`src/rtl/cmd_stream_decoder_pkg.sv`:
```
// Shared types, opcodes and decode helpers for the command stream decoder.
// Header layout in word bits [31:0]: op[7:0], id[15:8], len[23:16], rsvd[31:24].
package cmd_stream_decoder_pkg;

   typedef enum logic [2:0] {
      HDR   = 3'd0,
      PAY   = 3'd1,
      ISSUE = 3'd2,
      WAIT  = 3'd3,
      DRAIN = 3'd4
   } cmd_dec_state_e;

   typedef enum logic [1:0] {
      ERR_NONE    = 2'd0,
      ERR_BAD_OP  = 2'd1,
      ERR_BAD_LEN = 2'd2,
      ERR_WAIT_TO = 2'd3
   } cmd_err_e;

   typedef struct packed {
      logic [7:0] rsvd;
      logic [7:0] len;
      logic [7:0] id;
      logic [7:0] op;
   } cmd_op_s;

   localparam logic [7:0] OP_FETCH     = 8'hF0;
   localparam logic [7:0] OP_DISP      = 8'hF1;
   localparam logic [7:0] OP_TILE      = 8'hF2;
   localparam logic [7:0] OP_WAIT_DISP = 8'hF3;
   localparam logic [7:0] OP_WAIT_TILE = 8'hF4;
   localparam logic [7:0] OP_READOUT   = 8'hF5;

   // Expected payload length in bytes per opcode.
   localparam logic [7:0] CMD_FETCH_LEN   = 8'd12;
   localparam logic [7:0] CMD_DISP_LEN    = 8'd12;
   localparam logic [7:0] CMD_TILE_LEN    = 8'd12;
   localparam logic [7:0] CMD_WAIT_LEN    = 8'd4;
   localparam logic [7:0] CMD_READOUT_LEN = 8'd4;

   typedef struct packed {
      logic       known;
      logic       is_wait;
      logic [1:0] ch;       // issue channel, or tracker select (0 disp, 1 tile) for waits
      logic [7:0] exp_len;
   } op_info_s;

   function automatic op_info_s op_decode(input logic [7:0] op);
      op_info_s info;
      info = '{known: 1'b1, is_wait: 1'b0, ch: 2'd0, exp_len: CMD_FETCH_LEN};
      case (op)
         OP_FETCH: ;
         OP_DISP: begin
            info.ch      = 2'd1;
            info.exp_len = CMD_DISP_LEN;
         end
         OP_TILE: begin
            info.ch      = 2'd2;
            info.exp_len = CMD_TILE_LEN;
         end
         OP_WAIT_DISP: begin
            info.is_wait = 1'b1;
            info.ch      = 2'd0;
            info.exp_len = CMD_WAIT_LEN;
         end
         OP_WAIT_TILE: begin
            info.is_wait = 1'b1;
            info.ch      = 2'd1;
            info.exp_len = CMD_WAIT_LEN;
         end
         OP_READOUT: begin
            info.ch      = 2'd3;
            info.exp_len = CMD_READOUT_LEN;
         end
         default: info.known = 1'b0;
      endcase
      return info;
   endfunction

endpackage

```
`src/rtl/cmd_stream_decoder_tracker.sv`:
```
// Completion tracker: remembers the last reported ID and whether any report
// has been seen, and compares it against the ID a wait command is looking for.
module cmd_done_tracker #(
   parameter int ID_W = 8
) (
   input  logic            clk_i,
   input  logic            reset_i,
   input  logic            done_v_i,
   input  logic [ID_W-1:0] done_id_i,
   input  logic [ID_W-1:0] wait_id_i,
   output logic            match_o
);

   logic            seen_reg;
   logic [ID_W-1:0] last_id_reg;

   always_ff @(posedge clk_i or posedge reset_i) begin
      if (reset_i) begin
         seen_reg    <= 1'b0;
         last_id_reg <= '0;
      end else if (done_v_i) begin
         seen_reg    <= 1'b1;
         last_id_reg <= done_id_i;
      end
   end

   assign match_o = seen_reg && (last_id_reg == wait_id_i);

endmodule

```
`src/rtl/cmd_stream_decoder.sv`:
```
// Command stream decoder: pops header + payload words, validates them, issues
// on a per-engine valid/ready channel, resolves waits and reports sticky errors.
module cmd_stream_decoder
   import cmd_stream_decoder_pkg::*;
#(
   parameter int WORD_W    = 32,
   parameter int MAX_PAY_W = 3,
   parameter int ID_W      = 8,
   parameter int NUM_CH    = 4,
   parameter int WAIT_TO_W = 20,
   parameter int CNT_W     = 32
) (
   input  logic                        clk_i,
   input  logic                        reset_i,
   input  logic                        cmd_v_i,
   input  logic [WORD_W-1:0]           cmd_data_i,
   output logic                        cmd_yumi_o,
   output logic [NUM_CH-1:0]           ch_v_o,
   input  logic [NUM_CH-1:0]           ch_ready_i,
   output logic [MAX_PAY_W*WORD_W-1:0] ch_payload_o,
   output logic [ID_W-1:0]             ch_id_o,
   input  logic                        disp_done_v_i,
   input  logic [ID_W-1:0]             disp_done_id_i,
   input  logic                        tile_done_v_i,
   input  logic [ID_W-1:0]             tile_done_id_i,
   input  logic [WAIT_TO_W-1:0]        wait_timeout_i,
   input  logic                        err_clr_i,
   output logic                        err_v_o,
   output logic [1:0]                  err_code_o,
   output logic                        busy_o,
   output logic [CNT_W-1:0]            issued_cnt_o
);

   localparam int CH_W = (NUM_CH > 1) ? $clog2(NUM_CH) : 1;

   cmd_dec_state_e       state_reg, state_next;
   op_info_s             hdr_info;
   logic [5:0]           hdr_nwords;
   logic [5:0]           nwords_reg;
   logic [5:0]           wcnt_reg;
   logic [CH_W-1:0]      ch_reg;
   logic                 is_wait_reg;
   logic                 wait_sel_reg;
   logic [ID_W-1:0]      id_reg;
   logic [WAIT_TO_W-1:0] to_cnt_reg, to_cnt_next;
   logic [CNT_W-1:0]     issued_cnt_reg;
   logic                 err_v_reg;
   cmd_err_e             err_code_reg;
   logic                 err_set;
   cmd_err_e             err_new;
   logic                 hdr_take;
   logic                 last_word;
   logic                 issue_fire;
   logic                 to_hit;
   logic                 disp_match, tile_match, wait_match;
   logic [ID_W-1:0]      wait_id;

   assign hdr_info   = op_decode(cmd_data_i[7:0]);
   assign hdr_nwords = cmd_data_i[23:18];
   assign hdr_take   = (state_reg == HDR) && cmd_v_i;
   assign last_word  = cmd_v_i && ((wcnt_reg + 6'd1) == nwords_reg);
   assign issue_fire = (state_reg == ISSUE) && ch_ready_i[ch_reg];
   assign wait_id    = ch_payload_o[ID_W-1:0];
   assign wait_match = wait_sel_reg ? tile_match : disp_match;

   always_ff @(posedge clk_i or posedge reset_i) begin
      if (reset_i) state_reg <= HDR;
      else         state_reg <= state_next;
   end

   always_comb begin
      state_next  = state_reg;
      err_set     = 1'b0;
      err_new     = ERR_NONE;
      to_cnt_next = to_cnt_reg + WAIT_TO_W'(1);
      to_hit      = (wait_timeout_i != '0) && (to_cnt_next == wait_timeout_i);
      case (state_reg)
         HDR: if (cmd_v_i) begin
            if (!hdr_info.known) begin
               err_set    = 1'b1;
               err_new    = ERR_BAD_OP;
               state_next = (hdr_nwords == 6'd0) ? HDR : DRAIN;
            end else if (cmd_data_i[23:16] != hdr_info.exp_len) begin
               // Expected lengths are word multiples, so this also catches ragged lengths.
               err_set    = 1'b1;
               err_new    = ERR_BAD_LEN;
               state_next = (hdr_nwords == 6'd0) ? HDR : DRAIN;
            end else if (hdr_nwords == 6'd0) begin
               state_next = hdr_info.is_wait ? WAIT : ISSUE;
            end else begin
               state_next = PAY;
            end
         end
         PAY:   if (last_word) state_next = is_wait_reg ? WAIT : ISSUE;
         ISSUE: if (issue_fire) state_next = HDR;
         WAIT: begin
            if (wait_match) begin
               state_next = HDR;
            end else if (to_hit) begin
               err_set    = 1'b1;
               err_new    = ERR_WAIT_TO;
               state_next = HDR;
            end
         end
         DRAIN: if (last_word) state_next = HDR;
         default: state_next = HDR;
      endcase
   end

   always_comb begin
      cmd_yumi_o = 1'b0;
      busy_o     = 1'b1;
      case (state_reg)
         HDR: begin
            cmd_yumi_o = cmd_v_i;
            busy_o     = 1'b0;
         end
         PAY, DRAIN: cmd_yumi_o = cmd_v_i;
         default: ;
      endcase
   end

   genvar gi;
   generate
      for (gi = 0; gi < NUM_CH; gi++) begin : g_ch_v
         assign ch_v_o[gi] = (state_reg == ISSUE) && (ch_reg == CH_W'(gi));
      end

      // Slots are cleared on every header so words beyond the payload read as zero.
      for (gi = 0; gi < MAX_PAY_W; gi++) begin : g_slot
         logic [WORD_W-1:0] slot_reg;
         always_ff @(posedge clk_i or posedge reset_i) begin
            if (reset_i)
               slot_reg <= '0;
            else if (hdr_take)
               slot_reg <= '0;
            else if ((state_reg == PAY) && cmd_v_i && (wcnt_reg == 6'(gi)))
               slot_reg <= cmd_data_i;
         end
         assign ch_payload_o[gi*WORD_W +: WORD_W] = slot_reg;
      end
   endgenerate

   always_ff @(posedge clk_i or posedge reset_i) begin
      if (reset_i) begin
         nwords_reg     <= '0;
         wcnt_reg       <= '0;
         ch_reg         <= '0;
         is_wait_reg    <= 1'b0;
         wait_sel_reg   <= 1'b0;
         id_reg         <= '0;
         to_cnt_reg     <= '0;
         issued_cnt_reg <= '0;
         err_v_reg      <= 1'b0;
         err_code_reg   <= ERR_NONE;
      end else begin
         if (hdr_take) begin
            nwords_reg   <= hdr_nwords;
            wcnt_reg     <= '0;
            ch_reg       <= CH_W'(hdr_info.ch);
            is_wait_reg  <= hdr_info.is_wait;
            wait_sel_reg <= hdr_info.ch[0];
            id_reg       <= ID_W'(cmd_data_i[15:8]);
         end else if (((state_reg == PAY) || (state_reg == DRAIN)) && cmd_v_i) begin
            wcnt_reg <= wcnt_reg + 6'd1;
         end
         to_cnt_reg <= (state_reg == WAIT) ? to_cnt_next : '0;
         if (issue_fire) issued_cnt_reg <= issued_cnt_reg + CNT_W'(1);
         if (err_set) begin
            err_v_reg    <= 1'b1;
            err_code_reg <= err_new;
         end else if (err_clr_i) begin
            err_v_reg    <= 1'b0;
            err_code_reg <= ERR_NONE;
         end
      end
   end

   cmd_done_tracker #(.ID_W(ID_W)) u_disp_tracker (
      .clk_i     (clk_i),
      .reset_i   (reset_i),
      .done_v_i  (disp_done_v_i),
      .done_id_i (disp_done_id_i),
      .wait_id_i (wait_id),
      .match_o   (disp_match)
   );

   cmd_done_tracker #(.ID_W(ID_W)) u_tile_tracker (
      .clk_i     (clk_i),
      .reset_i   (reset_i),
      .done_v_i  (tile_done_v_i),
      .done_id_i (tile_done_id_i),
      .wait_id_i (wait_id),
      .match_o   (tile_match)
   );

   assign ch_id_o      = id_reg;
   assign issued_cnt_o = issued_cnt_reg;
   assign err_v_o      = err_v_reg;
   assign err_code_o   = err_code_reg;

endmodule

```
`config.mk`:
```
export PLATFORM = sky130hd
export DESIGN_NAME = cmd_stream_decoder
export DESIGN_NICKNAME = d
export VERILOG_FILES = /design/src/rtl/cmd_stream_decoder_pkg.sv /design/src/rtl/cmd_stream_decoder_tracker.sv /design/src/rtl/cmd_stream_decoder.sv
export SDC_FILE = /design/constraint.sdc
export NUM_CORES = 1
export LEC_CHECK = 0
export ABC_AREA = 1
export CORE_MARGIN = 3
export CORE_UTILIZATION = 43
export CTS_BUF_LIST = sky130_fd_sc_hd__clkbuf_4
export CTS_CLUSTER_DIAMETER = 150
export DETAILED_ROUTE_END_ITERATION = 10
export HOLD_SLACK_MARGIN = 0.02
export PLACE_DENSITY = 0.77
export SLEW_MARGIN = 40
export SYNTH_ARGS = -nofsm -noshare
export SYNTH_HDL_FRONTEND = slang
export SYNTH_SLANG_ARGS = --single-unit
```
`constraint.sdc`:
```
create_clock -name clk_i -period 7.3 [get_ports clk_i]
set_input_delay 1.46 -clock clk_i [delete_from_list [all_inputs] [get_ports clk_i]]
set_output_delay 1.46 -clock clk_i [all_outputs]
set_load 0.01 [all_outputs]
```
==> results of run 1 <==
cells in the mapped netlist, types with 3 or more instances:
master    count
a21oi_1      12
nor2_1       84
nand3_1      45
nand2_2       6
ha_1          6
nand2_1     369
dfrtp_1     195
o22ai_1       3
nor3_1       15
nor2_2        8
o211ai_1      3
clkbuf_1     29
o311ai_0      3
xor2_1       30
nand3_2       6
nand4_1      19
nor4_1        4
o21bai_1      3
nand3b_1      7
xnor2_1      15
inv_2         6
o21ai_1      13
o21ai_0     110
inv_1        89
a41oi_2       3
nor2_4        8
or2_2         5
per-layer routing:
| metal | vias to the layer above | wire length, µm |
|---|---|---|
| met2 | 260 | 11200 |
| met3 | 11 | 2130 |
| met1 | 3808 | 11000 |
| li1 | 4020 | - |
| met5 | - | 0 |
| met4 | 0 | 189 |
through the flow:
stage | total power, µW | std cells | cell area, µm² | setup WS, ns
floorplan | 2160 | 1112 | 9250 | 0.528
global placement | 2920 | 1582 | 11800 | 2.72
detailed placement | 2950 | 1582 | 11800 | 2.69
CTS | 3560 | 1614 | 12100 | 2.68
global route | 3760 | 1615 | 12100 | 2.59
finish | 3510 | 1615 | 12100 | 2.71
kinds of logic (layout without fill, tap and decap cells):
group           count (synthesis)  count (layout)  share of synthesized area (%)
flops                         195             195                           52.7
compound gates                156             156                           9.40
xor+xnor                       46              46                           4.44
other cells                     0               1                              0
simple gates                  582             582                           27.5
fa+ha+maj                       6               6                          0.811
buf+inv                       127             354                           5.15
tightest hold or removal path, stage by stage, from the launching register on:
cell and delay [ns]:
dfrtp_1 0.35, inv_1 0.05, nand2_1 0.06
final timing paths:
kind / from / endpoint / slack (ns) / cells past startpoint
worst min register to register: u_tile_tracker.seen_reg / u_tile_tracker.seen_reg / 0.47 / 2
worst min-delay path: u_tile_tracker.seen_reg / u_tile_tracker.seen_reg / 0.47 / 2
max in group asynchronous: reset_i / g_slot[1].slot_reg[8] / 4.86 / 3
min in group asynchronous: reset_i / issued_cnt_o[17] / 1.46 / 2
worst max register to register: ch_reg[0] / issued_cnt_o[30] / 4.73 / 11
worst max-delay path: cmd_v_i / cmd_yumi_o / 2.71 / 4
cell type report:
class | count | area (µm²)
Tap cell | 275 | 344
Clock inverter | 14 | 168
Inverter | 96 | 375
Antenna cell | 1 | 2.50
Sequential cell | 195 | 4880
Fill cell | 1900 | 9000
Timing Repair Buffer | 226 | 2260
Clock buffer | 18 | 135
Multi-Input combinational cell | 790 | 3930
power breakdown:
part	internal (µW)	leakage (µW)	switching (µW)
registers	1380	0.00252	211
logic	683	0.00286	653
clock network	162	0.000158	422
==> flow_metrics.py, run 1 <==
metrics = {
    "run_status": {
        "status": "completed",
    },
    "global_route": {
        "grt_use_met2_pct": 33.7,
        "antenna_found_initial": 1,
        "grt_max_degree": 137,
        "first_global_vias": 8023,
        "top_usage_layer": "met2",
        "grt_pass1_wl_mm": 40.7,
        "globalRouteMet3Util_pct": 7.27,
        "grt_use_met1_pct": 28.5,
        "grt_usage_pct": 21.2,
        "grt-ovfl-total": 0,
    },
    "synthesis": {
        "synth_edf_count": 0,
        "syn_inst": 1112,
        "synth_nets": 1196,
        "synth_flop_cell": "dfrtp_1",
        "netlist.area_leader.share_pct": 52.7,
        "synth_top_cell_by_area": "dfrtp_1",
        "postSynth.asyncResetShare_pct": 100,
        "syn-cell-area_mm2": 0.00925,
        "syn_avg_cell_area_um2": 8.32,
        "synth-seq-cells": 195,
        "yosys_warnings": 0,
        "ys_top_cells_by_area": "dfrtp_1, nand2_1, o21ai_0",
        "ys_seq_area_share_pct": 52.7,
        "ys_types": 41,
    },
    "timing": {
        "min_period_ns": 4.59,
        "clock.fmax_mhz": 218,
        "worst_pin_slew_ns": 0.771,
        "rsz0062_at_grt": "no",
        "slew_viol_final": 0,
        "finClkSkew_ns": 0.0310,
        "slew_headroom_pct": 48.2,
        "setup_violations": 0,
        "min_period_over_period_pct": 62.9,
        "hold_viol": 0,
        "setup_tns_ns": 0,
        "fin_worst_hold_slack_ns": 0.474,
    },
    "cts": {
        "cts_hold_buf": 0,
        "clkSinkCount": 195,
        "post_cts.repair.setup_buffers": 0,
        "clk_path_buf_depth": 2,
        "ctsResizeCount": 0,
        "clk_root_buffer_cell": "clkbuf_4",
        "htreeDepth": 4,
        "clk_latency_ns": 0.57,
        "path_clk_slew_ns": 0.15,
        "tritoncts": "done",
        "cts_buffers": 17,
    },
    "setup_path": {
        "cp-start-kind": "input pin",
        "crit_top_cell": "clkdlybuf4s50_1",
        "crit_buf_inv": 3,
        "criticalPathCategory": "input pin to output pin",
        "cpPeakStageDelay_ns": 0.76,
        "path_cells": "clkdlybuf4s50_1 -> nand2_1 -> inv_1 -> clkdlybuf4s50_1",
        "cp-end-kind": "output pin",
        "worstPathRequired_ns": 5.84,
        "cpMaxStageDelayCell": "clkdlybuf4s50_1",
        "cp_top_family": "buffers and inverters",
        "cp_max_fo": 10,
        "worst_ep_arrival_time_ns": 3.13,
    },
    "floorplan": {
        "die_w_um": 153,
        "core-area_mm2": 0.0211,
        "die_y_um": 153,
        "die_area_mm2": 0.0233,
        "start_util_pct": 43.9,
        "placementRows": 53,
        "num_io_pins": 223,
    },
    "layout": {
        "nets": 1410,
        "drive_gt1_share_pct": 6.42,
        "mostFrequentLayoutCell": "nand2_1",
        "final_cell_mix": "nand2_1, clkdlybuf4s50_1, dfrtp_1, o21ai_0, inv_1",
        "largest_reg_flops": 96,
        "syn2layout_area_growth_pct": 30.7,
        "final_core_util_pct": 57.3,
    },
    "worst_hold_path": {
        "hp-class": "flip-flop to flip-flop",
    },
    "detailed_routing": {
        "first_iter_violations": 399,
        "ant_nets": 0,
        "post_drt_wl_per_cell_um": 15.2,
        "vias_per_cell": 5.01,
        "num_vias": 8099,
        "wl_mm": 24.5,
        "drc": 0,
        "dr.pass1.iters": 5,
    },
    "job": {
        "cap_violations": 0,
    },
    "place": {
        "gp_congestion": 0.907,
        "port-buffer-count": 222,
        "dp_hpwl_mm": 17.6,
    },
    "power": {
        "peakVddDrop_v": 0.000189,
        "powerDensity_mw_per_mm2": 290,
        "p_leak_uw": 0.00554,
    },
}
Note: power is estimated with default switching activity, not from simulation.
==> run 2: changes to the inputs <==
--- a/config.mk
+++ b/config.mk
@@ -12,7 +12,7 @@
 export CTS_CLUSTER_DIAMETER = 150
 export DETAILED_ROUTE_END_ITERATION = 10
 export HOLD_SLACK_MARGIN = 0.02
-export PLACE_DENSITY = 0.77
+export PLACE_DENSITY = 0.8
 export SLEW_MARGIN = 40
 export SYNTH_ARGS = -nofsm -noshare
 export SYNTH_HDL_FRONTEND = slang
==> constraint.sdc (replaced) <==
create_clock -name clk_i -period 4 [get_ports clk_i]
set_input_delay 0.8 -clock clk_i [delete_from_list [all_inputs] [get_ports clk_i]]
set_output_delay 0.8 -clock clk_i [all_outputs]
set_load 0.01 [all_outputs]
==> run 2 against run 1 <==
  * Non-clock buffer count increased by 8
  * Routed wire length about the same
  * Largest cell class unchanged
  * Sequential share of layout area decreased by 0.36 points
  * Critical path type unchanged
  * Highest routed layer unchanged
  * Clock skew decreased by 0.0052 ns
  * Clock power increased by 93%
  * Critical endpoint unchanged
==> flow_metrics.py, run 2 (same netlist as run 1, synthesis figures left out) <==
metrics = {
    "run_status": {
        "status": "completed",
    },
    "global_route": {
        "antenna_found_initial": 1,
        "grt_usage_pct": 21.1,
        "first_global_vias": 8045,
        "grt_max_degree": 65,
        "grt_pass1_wl_mm": 40.4,
        "grt-ovfl-total": 0,
    },
    "place": {
        "gp_congestion": 0.912,
        "place_ws_ns": 0.803,
        "place_area_mm2": 0.0119,
        "port-buffer-count": 222,
        "dp_hpwl_mm": 18.2,
    },
    "timing": {
        "fin_worst_hold_slack_ns": 0.477,
        "setup_ws_ns": 0.809,
        "setup_violations": 0,
        "min_period_ns": 3.19,
        "clock.fmax_mhz": 313,
        "worst_pin_slew_ns": 0.781,
        "setup_tns_ns": 0,
        "rsz0062_at_grt": "no",
        "finClkSkew_ns": 0.0259,
        "slew_viol_final": 0,
        "hold_viol": 0,
        "min_period_over_period_pct": 79.8,
        "slew_headroom_pct": 47.5,
    },
    "floorplan": {
        "die_area_mm2": 0.0233,
        "core-area_mm2": 0.0211,
        "placementRows": 53,
        "start_util_pct": 43.9,
        "die_w_um": 153,
        "num_io_pins": 223,
        "die_y_um": 153,
    },
    "detailed_routing": {
        "first_iter_violations": 316,
        "drc": 0,
        "vias_per_cell": 4.98,
        "post_drt_wl_per_cell_um": 15.1,
        "dr.pass1.iters": 5,
        "ant_nets": 0,
        "wl_mm": 24.5,
        "num_vias": 8089,
    },
    "cts": {
        "cts_hold_buf": 0,
        "clk_root_buffer_cell": "clkbuf_4",
        "htreeDepth": 4,
        "cts_buffers": 17,
        "clk_path_buf_depth": 2,
        "post_cts.repair.setup_buffers": 0,
        "path_clk_slew_ns": 0.17,
        "clk_latency_ns": 0.58,
        "ctsResizeCount": 0,
        "tritoncts": "done",
        "clkSinkCount": 195,
    },
    "layout": {
        "final_cell_mix": "nand2_1, clkdlybuf4s50_1, dfrtp_1, o21ai_0, inv_1",
        "nets": 1418,
        "final_core_util_pct": 57.8,
        "finalInstanceArea_mm2": 0.0122,
        "largest_reg_flops": 96,
        "syn2layout_area_growth_pct": 31.8,
        "drive_gt1_share_pct": 6.98,
        "mostFrequentLayoutCell": "nand2_1",
    },
    "setup_path": {
        "cpPeakStageDelay_ns": 0.57,
        "cp_top_family": "buffers and inverters",
        "r2r_start": "ch_reg[0]",
        "cpMaxStageDelayCell": "clkdlybuf4s50_1",
        "r2r_slack_ns": 1.50,
        "cp-end-kind": "output pin",
        "worst_ep_arrival_time_ns": 2.39,
        "timing.rr.end": "issued_cnt_o[30]",
        "criticalPathCategory": "input pin to output pin",
        "worstPathRequired_ns": 3.20,
        "r2r_cells": 11,
        "crit_buf_inv": 4,
        "path_cells": "clkdlybuf4s50_1 -> buf_4 -> nand2_1 -> inv_1 -> clkdlybuf4s50_1",
        "crit_top_cell": "clkdlybuf4s50_1",
        "cp-start-kind": "input pin",
        "cp_max_fo": 10,
    },
    "job": {
        "cap_violations": 0,
    },
    "worst_hold_path": {
        "hp-start": "u_disp_tracker.seen_reg",
        "hp-class": "flip-flop to flip-flop",
        "holdPathEnd": "u_disp_tracker.seen_reg",
        "whs_path_depth": 2,
    },
    "power": {
        "powerDensity_mw_per_mm2": 532,
        "p_leak_uw": 0.00560,
        "peakVddDrop_v": 0.000348,
    },
}
-- run 2: cell types whose count changed in the layout (fill, tap and decap cells not counted) --
cell | previous run | this run
buf_12 | 0 | 2
buf_16 | 0 | 1
buf_4 | 3 | 9
buf_6 | 1 | 0
bufinv_16 | 0 | 1
clkbuf_4 | 18 | 17
clkinv_2 | 1 | 0
clkinv_8 | 6 | 4
inv_12 | 1 | 0
inv_6 | 2 | 5
inv_8 | 2 | 3
-- run 2: layout make-up --
class	count	area, µm²
timing repair buffer	234	2360
clock inverter	15	190
tap	275	344
sequential	195	4880
clock buffer	17	128
fill	1880	8890
inverter	96	367
antenna	1	2.50
multi-input combinational	790	3930
-- run 2: stage by stage --
step / total power, µW / instances
after floorplan: 3950 / 1112
after global placement: 5340 / 1589
after detailed placement: 5410 / 1590
after CTS: 6560 / 1622
after global routing: 6930 / 1623
final: 6480 / 1623
-- run 2: routing by layer --
| layer | global-route usage, % | up-vias | wire (µm) | part of all wire [%] |
|---|---|---|---|---|
| li1 | - | 4028 | - | - |
| met1 | 28.1 | 3812 | 10900 | 45 |
| met2 | 34.2 | 227 | 11400 | 46 |
| met3 | 6.96 | 22 | 1920 | 7.8 |
| met4 | 4.41 | 0 | 270 | 1.1 |
| met5 | 0 | - | 0 | 0 |
-- run 2: power by group --
group          leakage [µW]  internal [µW]  switching (µW)  total [µW]
Sequential          0.00252           2510             391        2900
Combinational       0.00291           1260            1200        2460
Clock              0.000169            354             771        1130
-- run 2: how the worst max path moves through the flow --
stage	end	cells past startpoint	slack, ns	from
floorplan	ch_id_o[0]	1	0.68	reset_i
global placement	cmd_yumi_o	5	0.83	cmd_v_i
detailed placement	cmd_yumi_o	5	0.80	cmd_v_i
CTS	cmd_yumi_o	7	0.74	state_reg[2]
global route	cmd_yumi_o	7	0.64	state_reg[2]
finish	cmd_yumi_o	5	0.81	cmd_v_i
-- run 2: tightest hold or removal path: stages (launching register included) --
cell,delay [ns]
dfrtp_1,0.36
inv_1,0.05
nand2_1,0.05
